===== src/rtl/mac_operand_sequencer.sv =====
// mac_operand_sequencer: streams weight/activation pairs into a MAC per neuron and captures each dot product
module mac_operand_sequencer #(
  parameter int N_INPUTS = 4,
  parameter int N_NEURONS = 2,
  parameter int WAW = (N_INPUTS * N_NEURONS > 1) ? $clog2(N_INPUTS * N_NEURONS) : 1,
  parameter int AAW = (N_INPUTS > 1) ? $clog2(N_INPUTS) : 1,
  localparam int RIW = (N_NEURONS > 1) ? $clog2(N_NEURONS) : 1
) (
  input  logic           clk_x70,
  input  logic           reset_x70,
  input  logic           start_x70,
  output logic           busy_x70,
  output logic           done_x70,
  output logic [WAW-1:0] w_addr_x70,
  input  logic [31:0]    w_data_x70,
  output logic [AAW-1:0] a_addr_x70,
  input  logic [31:0]    a_data_x70,
  output logic [31:0]    mac_inp1_x70,
  output logic [31:0]    mac_inp2_x70,
  output logic           mac_reset_x70,
  input  logic [31:0]    mac_out_x70,
  output logic           res_valid_x70,
  output logic [31:0]    res_data_x70,
  output logic [RIW-1:0] res_idx_x70
);
  localparam logic [1:0] IDLE = 2'd0, CLR = 2'd1, RUN = 2'd2, CAP = 2'd3;
  logic [1:0] state_q, state_d, p_q, p_d;
  logic [AAW-1:0] k_q, k_d, a_nxt;
  logic [RIW-1:0] j_q, j_d, res_idx_q;
  logic [31:0] inp1_q, inp2_q, res_data_q;
  logic res_valid_q, done_q, in_run, cap, last_k, last_j;
  // next state, frame phase, input/neuron counters and the address to present this cycle
  always_comb begin
    in_run = state_q == RUN;
    cap = state_q == CAP;
    last_k = k_q == AAW'(N_INPUTS - 1);
    last_j = j_q == RIW'(N_NEURONS - 1);
    state_d = state_q == IDLE ? (start_x70 ? CLR : IDLE) :
              state_q == CLR  ? RUN :
              in_run          ? ((p_q == 2'd2 && last_k) ? CAP : RUN) :
                                (last_j ? IDLE : CLR);
    p_d = (in_run && p_q != 2'd2) ? p_q + 2'd1 : 2'd0;
    a_nxt = (in_run && p_q == 2'd2 && !last_k) ? k_q + AAW'(1) : k_q;
    k_d = in_run ? a_nxt : '0;
    j_d = cap ? (last_j ? '0 : j_q + RIW'(1)) : j_q;
  end
  assign busy_x70 = state_q != IDLE;
  assign mac_reset_x70 = state_q == IDLE || state_q == CLR;
  assign a_addr_x70 = a_nxt;
  assign w_addr_x70 = WAW'(int'(j_q) * N_INPUTS + int'(a_nxt));
  assign mac_inp1_x70 = inp1_q;
  assign mac_inp2_x70 = inp2_q;
  assign res_valid_x70 = res_valid_q;
  assign res_data_x70 = res_data_q;
  assign res_idx_x70 = res_idx_q;
  assign done_x70 = done_q;
  // state registers; operands load on the phase-0 edge, results on the CAP edge
  always_ff @(posedge clk_x70) begin
    if (!reset_x70) begin
      state_q <= IDLE;
      p_q <= '0;
      k_q <= '0;
      j_q <= '0;
      inp1_q <= '0;
      inp2_q <= '0;
      res_data_q <= '0;
      res_idx_q <= '0;
      res_valid_q <= 1'b0;
      done_q <= 1'b0;
    end else begin
      state_q <= state_d;
      p_q <= p_d;
      k_q <= k_d;
      j_q <= j_d;
      if (in_run && p_q == 2'd0) begin
        inp1_q <= w_data_x70;
        inp2_q <= a_data_x70;
      end
      if (cap) begin
        res_data_q <= mac_out_x70;
        res_idx_q <= j_q;
      end
      res_valid_q <= cap;
      done_q <= cap && last_j;
    end
  end
endmodule


===== config.mk =====
export PLATFORM = sky130hd
export DESIGN_NAME = mac_operand_sequencer
export DESIGN_NICKNAME = d
export VERILOG_FILES = /design/src/rtl/mac_operand_sequencer.sv
export SDC_FILE = /design/constraint.sdc
export NUM_CORES = 1
export LEC_CHECK = 0
export CAP_MARGIN = 20
export CORE_MARGIN = 2
export CORE_UTILIZATION = 41
export CTS_BUF_LIST = sky130_fd_sc_hd__clkbuf_16
export DETAILED_ROUTE_END_ITERATION = 7
export GPL_TIMING_DRIVEN = 0
export PLACE_DENSITY_LB_ADDON = 0.3
export SKIP_LAST_GASP = 1
export SLEW_MARGIN = 40
export SYNTH_ARGS = -nofsm -noshare
export SYNTH_HDL_FRONTEND = slang
export SYNTH_SLANG_ARGS = --single-unit

===== constraint.sdc =====
create_clock -name clk_x70 -period 1.9 [get_ports clk_x70]
set_input_delay 0.19 -clock clk_x70 [delete_from_list [all_inputs] [get_ports clk_x70]]
set_output_delay 0.19 -clock clk_x70 [all_outputs]
set_load 0.1 [all_outputs]

==> flow_metrics.py, run 1 <==
metrics = {
    "outcome": {
        "status": "finished with violations",
        "failed_checks": "setup timing",
    },
    "global_route": {
        "grt_pass1_vias": 3462,
        "grt_remaining_overflow": 0,
        "grt_max_degree": 19,
        "grt_usage": 0.191,
        "antenna_found_initial": 0,
        "grt_pass1_wl_mm": 16.9,
    },
    "power_and_ir_drop": {
        "p_switching_w": 0.00136,
        "power_w": 0.00497,
        "sequentialPowerShare": 0.460,
        "swShare": 0.274,
        "internal_power_w": 0.00361,
        "p_comb_frac": 0.164,
        "power.density_nw_per_um2": 782,
        "p_leak_nw": 2.59,
        "peakVddDrop_mv": 0.451,
        "p_clk_frac": 0.376,
    },
    "yosys": {
        "ys.flop_type": "dfxtp_1",
        "syn-cell-area_um2": 4230,
        "avgSynthCellArea_um2": 9.78,
        "synth.area.top_cells": "dfxtp_1 (50%), nand2_1 (12%), mux2i_1 (8.1%)",
        "yosysWarnings": 0,
        "synth_top_area_frac": 0.502,
        "synth-edff-count": 0,
        "netlist_instances": 432,
        "synth_seq_cells": 106,
        "synth-seq-area-share": 0.502,
        "synthesis.nets": 539,
        "yosys.area.top_type": "dfxtp_1",
        "synth_cell_type_count": 26,
        "ys_async_sr_fraction": 0,
    },
    "job": {
        "drv_cap": 0,
    },
    "setup_path": {
        "rr_worst_depth": 8,
        "critical-path-top-delay-family": "flip-flops",
        "r2r-start": "p_q[0]",
        "crit_type": "reg2out",
        "endpoint_kind": "output port",
        "worstPathCellList": "inv_2 -> ha_4 -> and2b_2 -> nand2_4 -> mux2_4 -> buf_6 -> buf_12",
        "r2r_end": "mac_inp1_x70[14]",
        "path_buf_inv": 3,
        "crit_required_ns": 1.71,
        "cp_slowest_cell": "dfxtp_2",
        "startpoint_type": "register",
        "cp_max_fo": 2,
        "max_stage_delay_ns": 0.34,
        "ff2ff_setup_slack_ns": 0.34,
        "cp.arrival_ns": 1.78,
    },
    "sta": {
        "slew_viol_final": 0,
        "layout_min_cycle_time_ns": 1.97,
        "setup_viol": 2,
        "grt_setup_unrepaired": "true",
        "max_slew_margin": 0.658,
        "finalHoldViolations": 0,
        "finalClockSkew_ns": 0.00534,
        "tns_ns": -0.0940,
        "fmax_ghz": 0.509,
        "timing.final.ws_setup_ns": -0.0659,
        "tightest_slew_ns": 0.517,
        "fin_crit_sh": 1.03,
    },
    "routing": {
        "wl_per_cell_um": 13.5,
        "route.vias.total": 3570,
        "dr.pass1.iters": 4,
        "finalWirelength_mm": 10.7,
        "drtIter0Drc": 92,
        "postRouteAntennaNets": 0,
        "vias_per_cell": 4.51,
        "drc_errors": 0,
    },
    "min_path": {
        "holdPathStages": 2,
        "hp-class": "in2reg",
        "hold_path_end": "mac_inp2_x70[23]",
        "min_from": "reset_x70",
    },
    "placed_design": {
        "gp_congestion": 0.736,
        "pre_cts_ws_ns": 0.0428,
        "dp.final_hpwl_mm": 8.20,
        "io_buffers": 203,
        "place_inst": 771,
    },
    "finish": {
        "synthToLayoutAreaGrowth_pct": 50.2,
        "final_nets": 758,
        "drive_gt1_frac": 0.291,
        "final_common_cell": "nand2_1",
        "final_cell_mix": "nand2_1 (131), buf_2 (109), dfxtp_1 (103)",
        "final_core_util": 0.623,
        "final_cells": 792,
        "n_antenna_cell": 0,
    },
    "floorplanning": {
        "core_region_area_um2": 10200,
        "core.rowCount": 37,
        "start_util": 0.415,
        "die_y_um": 106,
        "die_x_um": 106,
        "top_level_ports": 205,
        "dieArea_um2": 11100,
    },
    "cts": {
        "cts.sinks": 106,
        "numCtsBuffers": 9,
        "clock_path_buffers": 2,
        "holdBufCountCts": 0,
        "root_buffer": "clkbuf_16",
        "cts_max_level": 3,
        "clkTransAtPathRegs_ns": 0.07,
        "cts_tree": "yes",
        "insertion_delay_ns": 0.34,
    },
}
-- worst max path at each step --
| stage | startpoint | end | slack, ns | cells after the start |
|---|---|---|---|---|
| floorplan | k_q[0] | w_addr_x70[0] | -0.04 | 5 |
| global placement | p_q[0] | w_addr_x70[1] | -0.62 | 7 |
| CTS | p_q[0] | w_addr_x70[1] | -0.09 | 7 |
| finish | p_q[0] | w_addr_x70[1] | -0.07 | 7 |
| detailed placement | p_q[0] | w_addr_x70[1] | 0.04 | 7 |
| global route | p_q[0] | w_addr_x70[1] | -0.12 | 7 |
-- registers in the layout, indices dropped and copies added (netlist names) --
register,count
res_valid_x70,1
mac_inp2_x70,32
k_q,2
state_q,2
p_q,2
res_idx_x70,1
mac_inp1_x70,32
done_x70,1
res_data_x70,32
j_q,1
-- metal layers --
metal  vias up  share of wire  GRT usage
li1       1831              -          -
met1      1609           0.42      0.226
met2       108           0.49      0.329
met3        22          0.052     0.0340
met4         0          0.033      0.102
met5         -              0          0
-- power by group through the flow --
stage | combinational [W] | clock [W] | sequential (W)
CTS | 0.000818 | 0.00193 | 0.00229
global placement | 0.000851 | 0 | 0.00234
floorplan | 0.000240 | 0 | 0.00262
detailed placement | 0.000814 | 0 | 0.00234
global route | 0.000856 | 0.00203 | 0.00229
finish | 0.000812 | 0.00187 | 0.00229
-- per-stage QoR --
step                area, µm²  hold WS, ns
floorplan                4280        0.325
finish                   6350        0.212
global route             6350        0.222
global placement         6480        0.408
detailed placement       5950        0.415
CTS                      6330        0.212
-- logic make-up (layout without fill, tap and decap cells) --
| kind of cell | count (synthesis) | after routing | synth area share |
|---|---|---|---|
| AO/OA/AOI/OAI | 65 | 65 | 0.141 |
| adder cells (fa/ha/maj) | 8 | 8 | 0.0237 |
| buffers and inverters | 36 | 260 | 0.0562 |
| AND/OR/NAND/NOR | 179 | 179 | 0.187 |
| flip-flops | 106 | 106 | 0.502 |
| XOR/XNOR | 3 | 3 | 0.00622 |
| multiplexers | 35 | 35 | 0.0841 |
-- worst register-to-register path: stages (launching register included) --
cell and delay, ns:
dfxtp_2 0.34, inv_2 0.05, buf_4 0.12, buf_4 0.12, ha_1 0.20, nand2_2 0.17, buf_2 0.25, nand2_1 0.10
a21boi_2 0.14
-- synthesized netlist by cell type (3+ instances only) --
library cell / instances
ha_1: 8
a21boi_2: 29
nand2_1: 131
a21boi_1: 31
and2_1: 3
buf_4: 5
a21boi_0: 4
mux2i_1: 34
and3_1: 3
nor2b_1: 33
clkbuf_1: 9
buf_6: 10
dfxtp_1: 106
buf_2: 7
inv_1: 5
-- area by class of cell --
class                   count  area (µm²)
well taps                 136         170
repair buffers            208        1580
flip-flops and latches    106        2130
clock inverters             7        76.3
plain buffers              31         235
clock buffers               9         225
inverters                   5        18.8
multi-input cells         290        1920
fillers                   903        3830
-- timing repair --
| action | in CTS | in global routing |
|---|---|---|
| gates resized for setup | 15 | 3 |
| endpoints found under the setup margin | 4 | 4 |
| buffers inserted | 4 | 1 |
| gates cloned | 0 | 0 |
| pin swaps | 2 | 1 |
(Power assumes the default switching activity.)
==> run 2, diff against run 1 <==
--- a/config.mk
+++ b/config.mk
@@ -7,7 +7,7 @@
 export LEC_CHECK = 0
 export CAP_MARGIN = 20
 export CORE_MARGIN = 2
-export CORE_UTILIZATION = 41
+export CORE_UTILIZATION = 44
 export CTS_BUF_LIST = sky130_fd_sc_hd__clkbuf_16
 export DETAILED_ROUTE_END_ITERATION = 7
 export GPL_TIMING_DRIVEN = 0
==> constraint.sdc (replaced) <==
create_clock -name clk_x70 -period 2.4 [get_ports clk_x70]
set_input_delay 0.24 -clock clk_x70 [delete_from_list [all_inputs] [get_ports clk_x70]]
set_output_delay 0.24 -clock clk_x70 [all_outputs]
set_load 0.1 [all_outputs]
==> run 2 against run 1 <==
The flow now finishes without violations. Largest power group unchanged. Highest routed layer unchanged. Global-route usage rose by 0.98 points. Cell area decreased by 2.3%. Die area fell by 6.6%. Largest cell class unchanged. Critical endpoint unchanged. Critical path depth stayed put. Count of clock-buffer cells in the layout is the same. Critical path type unchanged. Clock power shrank 22%. Combinational power shrank 21%.
==> flow_metrics.py, run 2 (synthesis results as in run 1) <==
metrics = {
    "outcome": {
        "status": "completed",
    },
    "sta": {
        "finalHoldViolations": 0,
        "grt_setup_unrepaired": "false",
        "tightest_slew_ns": 0.511,
        "layout_min_cycle_time_ns": 2.29,
        "fmax_ghz": 0.436,
        "max_slew_margin": 0.661,
        "timing.final.ws_setup_ns": 0.108,
        "finalClockSkew_ns": 0.00894,
        "slew_viol_final": 0,
        "fin_crit_sh": 0.955,
        "setup_viol": 0,
    },
    "power_and_ir_drop": {
        "p_leak_nw": 2.53,
        "internal_power_w": 0.00284,
        "swShare": 0.271,
        "p_comb_frac": 0.164,
        "sequentialPowerShare": 0.464,
        "peakVddDrop_mv": 0.413,
        "power.density_nw_per_um2": 629,
        "p_clk_frac": 0.372,
        "p_switching_w": 0.00106,
    },
    "setup_path": {
        "crit_type": "reg2out",
        "cp_max_fo": 4,
        "endpoint_kind": "output port",
        "crit_required_ns": 2.16,
        "startpoint_type": "register",
        "cp.arrival_ns": 2.05,
    },
    "cts": {
        "post-cts-setup-buffer-count": 0,
        "clkTransAtPathRegs_ns": 0.08,
        "holdBufCountCts": 0,
        "insertion_delay_ns": 0.33,
        "cts_max_level": 3,
        "root_buffer": "clkbuf_16",
        "clock_path_buffers": 2,
        "cts.sinks": 106,
        "numCtsBuffers": 9,
        "cts_tree": "yes",
    },
    "global_route": {
        "grt_pass1_vias": 3485,
        "busiest_layer": "met2",
        "antenna_found_initial": 0,
        "grt_remaining_overflow": 0,
        "grt_pass1_wl_mm": 16.6,
        "grt_usage": 0.201,
        "met1_usage": 0.241,
        "met2_usage": 0.361,
        "grtUsageMet3": 0.0363,
        "grt_max_degree": 18,
    },
    "floorplanning": {
        "top_level_ports": 205,
        "core_region_area_um2": 9280,
        "die_x_um": 102,
        "die_y_um": 102,
        "start_util": 0.455,
        "dieArea_um2": 10400,
        "core.rowCount": 35,
    },
    "routing": {
        "dr.pass1.iters": 6,
        "drc_errors": 0,
        "wl_per_cell_um": 13.5,
        "drtIter0Drc": 61,
        "vias_per_cell": 4.59,
        "postRouteAntennaNets": 0,
        "route.vias.total": 3580,
        "finalWirelength_mm": 10.5,
    },
    "placed_design": {
        "io_buffers": 203,
        "place_inst": 764,
        "dp.final_hpwl_mm": 8.20,
        "pre_cts_ws_ns": 0.391,
        "gp_congestion": 0.772,
    },
    "finish": {
        "final_cells": 780,
        "drive_gt1_frac": 0.272,
        "final_nets": 753,
        "synthToLayoutAreaGrowth_pct": 46.7,
        "final_common_cell": "nand2_1",
        "n_antenna_cell": 0,
        "final_cell_mix": "nand2_1 (131), buf_2 (113), dfxtp_1 (105)",
    },
    "job": {
        "drv_cap": 0,
    },
    "min_path": {
        "hp-class": "in2reg",
    },
}
run 2: area by class of cell:
| class | instances | area [µm²] |
|---|---|---|
| Fill cell | 787 | 3080 |
| Sequential cell | 106 | 2120 |
| Multi-Input combinational cell | 290 | 1890 |
| Timing Repair Buffer | 203 | 1500 |
| Clock buffer | 9 | 225 |
| Buffer | 31 | 219 |
| Tap cell | 129 | 161 |
| Clock inverter | 7 | 67.6 |
| Inverter | 5 | 18.8 |
run 2: path summary, 6_finish.rpt:
path | depth (start not counted) | slack (ns) | startpoint | endpoint
max | 7 | 0.11 | p_q[0] | w_addr_x70[1]
min | 2 | 0.27 | reset_x70 | mac_inp1_x70[26]
min reg2reg | 1 | 0.42 | p_q[0] | p_q[0]
max reg2reg | 6 | 0.98 | state_q[0] | mac_inp1_x70[22]
run 2: power groups by stage:
| stage | logic [W] | registers, W | clock network [W] |
|---|---|---|---|
| after floorplan | 0.000190 | 0.00207 | 0 |
| after global placement | 0.000671 | 0.00185 | 0 |
| after detailed placement | 0.000643 | 0.00185 | 0 |
| after CTS | 0.000646 | 0.00181 | 0.00148 |
| after global routing | 0.000677 | 0.00181 | 0.00156 |
| final | 0.000641 | 0.00181 | 0.00145 |
run 2: repair_timing:
item / in CTS / in global routing
endpoints found under the hold margin: 0 / 0
resized for setup: 0 / 1
setup endpoints to repair: 0 / 1
run 2: layer usage:
layer / vias up / share of wire
met2: 117 / 0.51
met5: - / 0
met4: 0 / 0.022
met3: 19 / 0.055
li1: 1819 / -
met1: 1625 / 0.41
run 2: worst max-delay path, cell delays in order (launching register included):
cell     delay, ns
dfxtp_1       0.33
inv_1         0.06
ha_1          0.23
and2b_2       0.24
nand2_2       0.14
mux2_4        0.32
buf_4         0.13
buf_2         0.28
run 2: metrics by stage:
stage | utilization | hold slack [ns] | TNS [ns] | instance area (µm²) | total power [W]
after floorplan | - | 0.375 | 0 | 4250 | 0.00226
after global placement | 0.694 | 0.407 | -0.860 | 6440 | 0.00252
after detailed placement | 0.636 | 0.414 | 0 | 5910 | 0.00249
after CTS | 0.668 | 0.274 | 0 | 6200 | 0.00394
after global routing | 0.668 | 0.290 | 0 | 6200 | 0.00405
final | 0.668 | 0.273 | 0 | 6200 | 0.00390
==> run 3, diff against run 2 <==
--- a/config.mk
+++ b/config.mk
@@ -11,6 +11,7 @@
 export CTS_BUF_LIST = sky130_fd_sc_hd__clkbuf_16
 export DETAILED_ROUTE_END_ITERATION = 7
 export GPL_TIMING_DRIVEN = 0
+export MAX_ROUTING_LAYER = met4
 export PLACE_DENSITY_LB_ADDON = 0.3
 export SKIP_LAST_GASP = 1
 export SLEW_MARGIN = 40
==> run 3 against run 2 <==
Setup slack better by 0.0024 ns. Sequential share of layout area unchanged. Cell area did not move. Clock skew is 0.00090 ns higher. Wire length hardly changed. Sequential cell count stayed put. Count of clock-buffer cells in the layout stayed put. Clock power about the same. Non-clock buffer count stayed put. Critical path depth unchanged. Combinational power is essentially flat. Die area did not move. Critical path type unchanged. Largest cell class unchanged.
==> flow_metrics.py, run 3 (synthesis results as in run 1) <==
metrics = {
    "placed_design": {
        "pre_cts_ws_ns": 0.391,
        "dp.final_hpwl_mm": 8.20,
        "io_buffers": 203,
        "gp_congestion": 0.783,
        "dpl-instance-area_um2": 5910,
        "place_inst": 764,
    },
    "setup_path": {
        "startpoint_type": "register",
        "cp.arrival_ns": 2.05,
        "endpoint_kind": "output port",
        "crit_type": "reg2out",
        "cp_max_fo": 4,
        "crit_required_ns": 2.16,
        "ff2ff_setup_slack_ns": 0.99,
    },
    "floorplanning": {
        "die_x_um": 102,
        "dieArea_um2": 10400,
        "start_util": 0.455,
        "die_y_um": 102,
        "core.rowCount": 35,
        "core_region_area_um2": 9280,
        "top_level_ports": 205,
    },
    "global_route": {
        "grt_max_degree": 18,
        "grt_pass1_vias": 3489,
        "antenna_found_initial": 0,
        "grt_remaining_overflow": 0,
        "grt_usage": 0.207,
        "grt_pass1_wl_mm": 16.6,
    },
    "finish": {
        "final_nets": 753,
        "synthToLayoutAreaGrowth_pct": 46.7,
        "final_cell_mix": "nand2_1 (131), buf_2 (113), dfxtp_1 (105)",
        "fin_area_um2": 6200,
        "final_common_cell": "nand2_1",
        "final_cells": 780,
        "n_antenna_cell": 0,
        "drive_gt1_frac": 0.272,
    },
    "sta": {
        "hold_ws_ns": 0.271,
        "max_slew_margin": 0.661,
        "finalHoldViolations": 0,
        "tns_ns": 0,
        "fin_crit_sh": 0.954,
        "layout_min_cycle_time_ns": 2.29,
        "slew_viol_final": 0,
        "timing.final.ws_setup_ns": 0.110,
        "finalClockSkew_ns": 0.00983,
        "tightest_slew_ns": 0.511,
        "setup_viol": 0,
        "fmax_ghz": 0.437,
        "grt_setup_unrepaired": "false",
    },
    "power_and_ir_drop": {
        "internal_power_w": 0.00284,
        "p_switching_w": 0.00105,
        "p_clk_frac": 0.371,
        "power.density_nw_per_um2": 628,
        "sequentialPowerShare": 0.464,
        "swShare": 0.270,
        "p_comb_frac": 0.164,
        "peakVddDrop_mv": 0.410,
        "p_leak_nw": 2.53,
    },
    "cts": {
        "cts_resized": 0,
        "post-cts-setup-buffer-count": 0,
        "clock_path_buffers": 2,
        "clkTransAtPathRegs_ns": 0.08,
        "cts_max_level": 3,
        "root_buffer": "clkbuf_16",
        "holdBufCountCts": 0,
        "insertion_delay_ns": 0.33,
        "cts.sinks": 106,
        "cts_tree": "yes",
        "numCtsBuffers": 9,
    },
    "routing": {
        "wl_met2_mm": 5.35,
        "met3_wirelength_um": 600,
        "m1WireLength_mm": 4.33,
        "topRoutingLayerUsed": "met4",
        "postRouteAntennaNets": 0,
        "dr.pass1.iters": 5,
        "drc_errors": 0,
        "wl_per_cell_um": 13.5,
        "vias_per_cell": 4.60,
        "drtIter0Drc": 53,
        "finalWirelength_mm": 10.5,
        "route.vias.total": 3590,
    },
    "job": {
        "drv_cap": 0,
    },
    "outcome": {
        "status": "completed",
    },
    "min_path": {
        "hp-class": "in2reg",
    },
}
## run 3: cell counts in the layout (fill, tap and decap cells not counted)
Identical to the previous run, type by type.
## run 3: routing by layer
layer,up-vias,GRT usage
met5,-,-
met4,0,0.0708
met3,19,0.0342
met2,124,0.362
met1,1628,0.241
li1,1819,-
## run 3: worst max-delay path, stage by stage, from the launching register on
cell,delay (ns)
dfxtp_1,0.33
inv_1,0.06
ha_1,0.23
and2b_2,0.24
nand2_2,0.14
mux2_4,0.32
buf_4,0.13
buf_2,0.28
## run 3: worst paths after layout
kind         startpoint               end  depth (start not counted)
min           reset_x70  mac_inp1_x70[26]                          2
max              p_q[0]     w_addr_x70[1]                          7
min reg2reg      p_q[0]            p_q[0]                          1
max reg2reg  state_q[0]  mac_inp1_x70[22]                          6
## run 3: through the flow
stage | power [W] | utilization
floorplan | 0.00226 | -
CTS | 0.00394 | 0.668
detailed placement | 0.00249 | 0.636
global placement | 0.00252 | 0.694
global route | 0.00405 | 0.668
finish | 0.00390 | 0.668
## run 3: power by group through the flow
stage	logic, W	clock network (W)	registers, W
2_1_floorplan	0.000190	0	0.00207
3_3_place_gp	0.000671	0	0.00185
3_5_place_dp	0.000643	0	0.00185
4_1_cts	0.000646	0.00148	0.00181
5_1_grt	0.000677	0.00156	0.00181
6_report	0.000641	0.00145	0.00181
## run 3: layout make-up
| class | instances | area [µm²] |
|---|---|---|
| well taps | 129 | 161 |
| clock buffers | 9 | 225 |
| plain buffers | 31 | 219 |
| multi-input cells | 290 | 1890 |
| inverters | 5 | 18.8 |
| clock inverters | 7 | 67.6 |
| flip-flops and latches | 106 | 2120 |
| fillers | 787 | 3080 |
| repair buffers | 203 | 1500 |
==> variant 1, RTL diff (flow settings as in run 1) <==
`N_NEURONS`: 2 -> 4.
--- a/src/rtl/mac_operand_sequencer.sv
+++ b/src/rtl/mac_operand_sequencer.sv
@@ -1,7 +1,7 @@
 // mac_operand_sequencer: streams weight/activation pairs into a MAC per neuron and captures each dot product
 module mac_operand_sequencer #(
   parameter int N_INPUTS = 4,
-  parameter int N_NEURONS = 2,
+  parameter int N_NEURONS = 4,
   parameter int WAW = (N_INPUTS * N_NEURONS > 1) ? $clog2(N_INPUTS * N_NEURONS) : 1,
   parameter int AAW = (N_INPUTS > 1) ? $clog2(N_INPUTS) : 1,
   localparam int RIW = (N_NEURONS > 1) ? $clog2(N_NEURONS) : 1
Interface: changed (resized res_idx_x70 and w_addr_x70); port bits go from 205 to 207. No check against the original RTL was run, so the function may have changed too.
==> variant 1 against run 1 <==
- the flow still finishes with violations (setup timing)
- die area is 5.2% higher
- utilization down 0.99 points
- total power decreased by 0.73%
- global-route usage down 0.064 points
- hold slack worse by 0.0026 ns
- largest cell class unchanged
- critical path type unchanged
- critical path depth is the same
- sequential cell count up 2
- wire length rose by 6.1%
- highest routed layer unchanged
- largest power group unchanged
- synthesized area rose by 5.4%
- cell count increased by 1.4%
- worst setup slack lost 0.0073 ns
- final area grew 3.4%
==> variant 1: results (changes against run 1) <==
Synthesized Nets 547 (+1.5%); input/output buffers 205 (+0.99%); Rel. slew slack 66.3% (+0.50 points); wire length per cell 14.1 µm (+4.6%); Synth cell types 28 (+7.7%); P_leak 0.00262 µW (+1.5%); CP max FO 2 (unchanged); RR Startpoint state_q[0]; post-synthesis sequential area ratio 48.6% (-1.7 points); DP Worst Slack 0.0297 ns (-0.0131 ns); CTS Buffer Depth 2 (unchanged); failing checks setup timing; Starting DRT DRC Count 140 (+52%); vias in the first global route 3749 (+8.3%); Commonest cells post-synth nand2_1, dfxtp_1, a21boi_2; share of layout cells above drive strength 1 33.5% (+4.4 points); synthesized instance count 439 (+1.6%); sum of negative setup slack -0.108 ns (-0.0141 ns); Post-Place Cells 784 (+1.7%); Finished Layout Cells 803 (+1.4%); CTS root buf clkbuf_16; DP Area 0.00620 mm² (+4.2%); worst-skew pair later-pin latency 0.34 ns (about the same); Ys Warns 0 (unchanged); GPL Wtd Cong 0.733 (-0.33%); critical path arrival 1.78 ns (about the same); endpoints failing setup 2 (unchanged); GRT Overall Usage 19.1% (-0.064 points); dominant synthesized flop cell dfxtp_1; first-pass GRT wire length 17700 µm (+4.9%); hold_sp reset_x70; Resized Gates After CTS 14 (-1); Setup Skew 0.00609 ns (+0.000755 ns); HP Class in -> reg; top cell type's share of synthesized area 48.6% (-1.7 points); Synth area leaders dfxtp_1, a21boi_2, nand2_1; min setup slack post-route -0.0732 ns (-0.00731 ns); Fillers 966 (+7.0%); Post-synth ARST share 0% (unchanged); initial antenna violation count 0 (unchanged); Final nets 767 (+1.2%); CP startpoint p_q[0]; CTS Buf Count 9 (unchanged); DP HPWL 8530 µm (+3.9%); status complete, but fails checks; H-tree Lvls 3 (unchanged); drt via density 4.55 (+0.87%); largest net degree at the start of global routing 17 (-2); Peak VDD IR 0.000419 V (-7.2%)
-- variant 1: kinds of logic (layout without fill, tap and decap cells) --
group / count (synthesis) / count (layout) / share of synthesized area [%]
simple gates: 182 / 182 / 18.3
flops: 108 / 108 / 48.6
compound gates: 65 / 65 / 16.0
mux: 38 / 38 / 8.57
buf+inv: 35 / 259 / 5.65
fa+ha+maj: 9 / 9 / 2.53
xor+xnor: 2 / 2 / 0.393
-- variant 1: report_power, final --
group	switching [µW]	internal [µW]	leakage, µW	total, µW
clock network	784	995	0.000143	1780
registers	22.6	2300	0.000874	2330
logic	504	319	0.00161	823
-- variant 1: worst max-delay path: stages, from the launching register on --
cell and delay [ns]:
dfxtp_2 0.33, inv_2 0.05, ha_4 0.16, and2b_2 0.22, nand2_4 0.10, mux2_4 0.32, buf_6 0.12, buf_12 0.15
-- variant 1: final cells by class --
cell class | instances | area (µm²) | share of cell area [%]
flip-flops and latches | 108 | 2170 | 33.1
multi-input cells | 296 | 2100 | 31.9
plain buffers | 30 | 249 | 3.79
repair buffers | 209 | 1580 | 24.1
well taps | 140 | 175 | 2.67
clock inverters | 6 | 50.0 | 0.762
clock buffers | 9 | 225 | 3.43
inverters | 5 | 18.8 | 0.286
-- variant 1: metal layers --
layer	vias to the layer above	GRT usage, %	share of wire, %
li1	1855	-	-
met1	1667	22.0	41
met2	115	34.7	50
met3	14	4.04	7.0
met4	0	6.96	1.8
met5	-	0	0
-- variant 1: path summary, 6_finish.rpt --
path              slack (ns)  cells past startpoint          endpoint
setup / recovery       -0.07                      7     w_addr_x70[1]
hold / removal          0.21                      2  mac_inp2_x70[19]
setup reg to reg        0.33                      6  mac_inp2_x70[26]
hold reg to reg         0.46                      2   mac_inp1_x70[6]
==> variant 2, RTL diff (config.mk and constraints of run 1) <==
Made on the original files. Make the reset (`reset_x70`) asynchronous in one clocked block.
--- a/src/rtl/mac_operand_sequencer.sv
+++ b/src/rtl/mac_operand_sequencer.sv
@@ -55,7 +55,7 @@
   assign res_idx_x70 = res_idx_q;
   assign done_x70 = done_q;
   // state registers; operands load on the phase-0 edge, results on the CAP edge
-  always_ff @(posedge clk_x70) begin
+  always_ff @(posedge clk_x70 or negedge reset_x70) begin
     if (!reset_x70) begin
       state_q <= IDLE;
       p_q <= '0;
Function: differs if reset_x70 is asserted again (counterexample within 4 cycles, from zero or initial values and one cycle with reset_x70 low); with reset_x70 held inactive, the same outputs for 10 cycles.
==> variant 2 against run 1 <==
- the run still ends with setup timing left
- sequential share of layout area increased by 8.6 points
- via count decreased by 20%
- worst setup slack got worse by 0.048 ns
- clock skew increased by 0.0019 ns
- final area decreased by 0.87%
- cell count decreased by 23%
- sequential cell count unchanged
- wire length decreased by 10%
- synthesized area decreased by 2.3%
Power is not shown: default switching activity piles up to over one toggle a cycle in this logic, so the estimate is an artifact.
==> variant 2: results (changes against run 1) <==
Slowest cell on crit path dfrtp_1; Finished Layout Cells 606 (-23%); Final nets 576 (-24%); endpoints failing setup 3 (+1); Setup Skew 0.00725 ns (+0.00191 ns); CP startpoint p_q[0]; drt via density 4.71 (+4.6%); Synth area leaders dfrtp_1, mux2_2, ha_1; GRT Overall Usage 18.3% (-0.80 points); Commonest cells post-synth dfrtp_1, mux2_2, ha_1; min setup slack post-route -0.114 ns (-0.0483 ns); measured slew at the worst slew-check pin 0.510 ns (-0.00629 ns); critical path arrival 1.82 ns (+0.04 ns); post-synthesis sequential area ratio 64.3% (+14 points); input/output buffers 204 (+0.49%); DP HPWL 7250 µm (-12%); largest net degree at the start of global routing 71 (+52); initial antenna violation count 0 (unchanged); HP Class in -> async; status complete, but fails checks; GPL Wtd Cong 0.730 (-0.76%); DP Area 0.00590 mm² (-0.86%); synthesized instance count 246 (-43%); Synth cell types 22 (-15%); Starting DRT DRC Count 58 (-37%); final WL 9590 µm (-10%); RR Startpoint state_q[1]; vias in the first global route 3116 (-10%); failing checks setup timing; CP peak stage delay 0.37 ns (+0.03 ns); kind of cell adding the most delay to the critical path flip-flops; sum of negative setup slack -0.234 ns (-0.140 ns); share of layout cells above drive strength 1 52.4% (+23 points); first-pass GRT wire length 15700 µm (-6.8%)
==> variant 2: stage by stage <==
step           util (%)  setup WS (ns)  hold slack [ns]
5_1_grt            64.4         -0.172            0.363
2_1_floorplan         -         -0.162           -0.106
3_5_place_dp       60.4        -0.0182           0.0868
4_1_cts            64.1         -0.140            0.315
3_3_place_gp       65.5          -3.70            0.421
6_report           64.4         -0.114            0.332
==> variant 2: area by class of cell <==
cell class	instances	area, µm²
fillers	764	3480
flip-flops and latches	106	2650
repair buffers	213	1650
multi-input cells	122	1390
clock buffers	9	225
well taps	133	166
plain buffers	13	141
clock inverters	5	47.5
inverters	5	18.8
==> variant 2: worst paths after layout <==
kind	cells after the start	slack, ns	end
max	7	-0.11	w_addr_x70[1]
min	2	0.33	res_data_x70[25]
max reg2reg	4	0.33	res_data_x70[24]
min in group clk_x70	3	0.43	state_q[0]
min reg2reg	1	0.50	res_data_x70[2]
max in group asynchronous	3	0.92	mac_inp1_x70[8]
==> variant 2: cell families (layout without fill, tap and decap cells) <==
family,count (synthesis),in the layout,share of synthesized area (%)
xor gates and xnor gates,3,3,0.637
muxes,99,99,27.4
buffers and inverters,18,245,3.49
adders and majority gates,7,7,2.12
AOI/OAI and AO/OA,2,2,0.333
and+or+nand+nor,11,11,1.73
DFF,106,106,64.3
==> variant 2: routing by layer <==
metal / global-route usage [%] / part of all wire [%] / vias up / routed length [µm]
met5: 0 / 0 / - / 0
met2: 32.7 / 53 / 120 / 5070
met1: 20.4 / 38 / 1408 / 3660
met4: 9.75 / 3.7 / 0 / 354
met3: 3.88 / 5.3 / 26 / 505
li1: - / - / 1302 / -
==> variant 2: timing repair <==
action,in CTS,in global routing
resized for setup,13,5
hold buffers,1,0
endpoints found under the setup margin,4,5
endpoints found under the hold margin,36,0
pin swaps,2,2
setup buffers,5,2
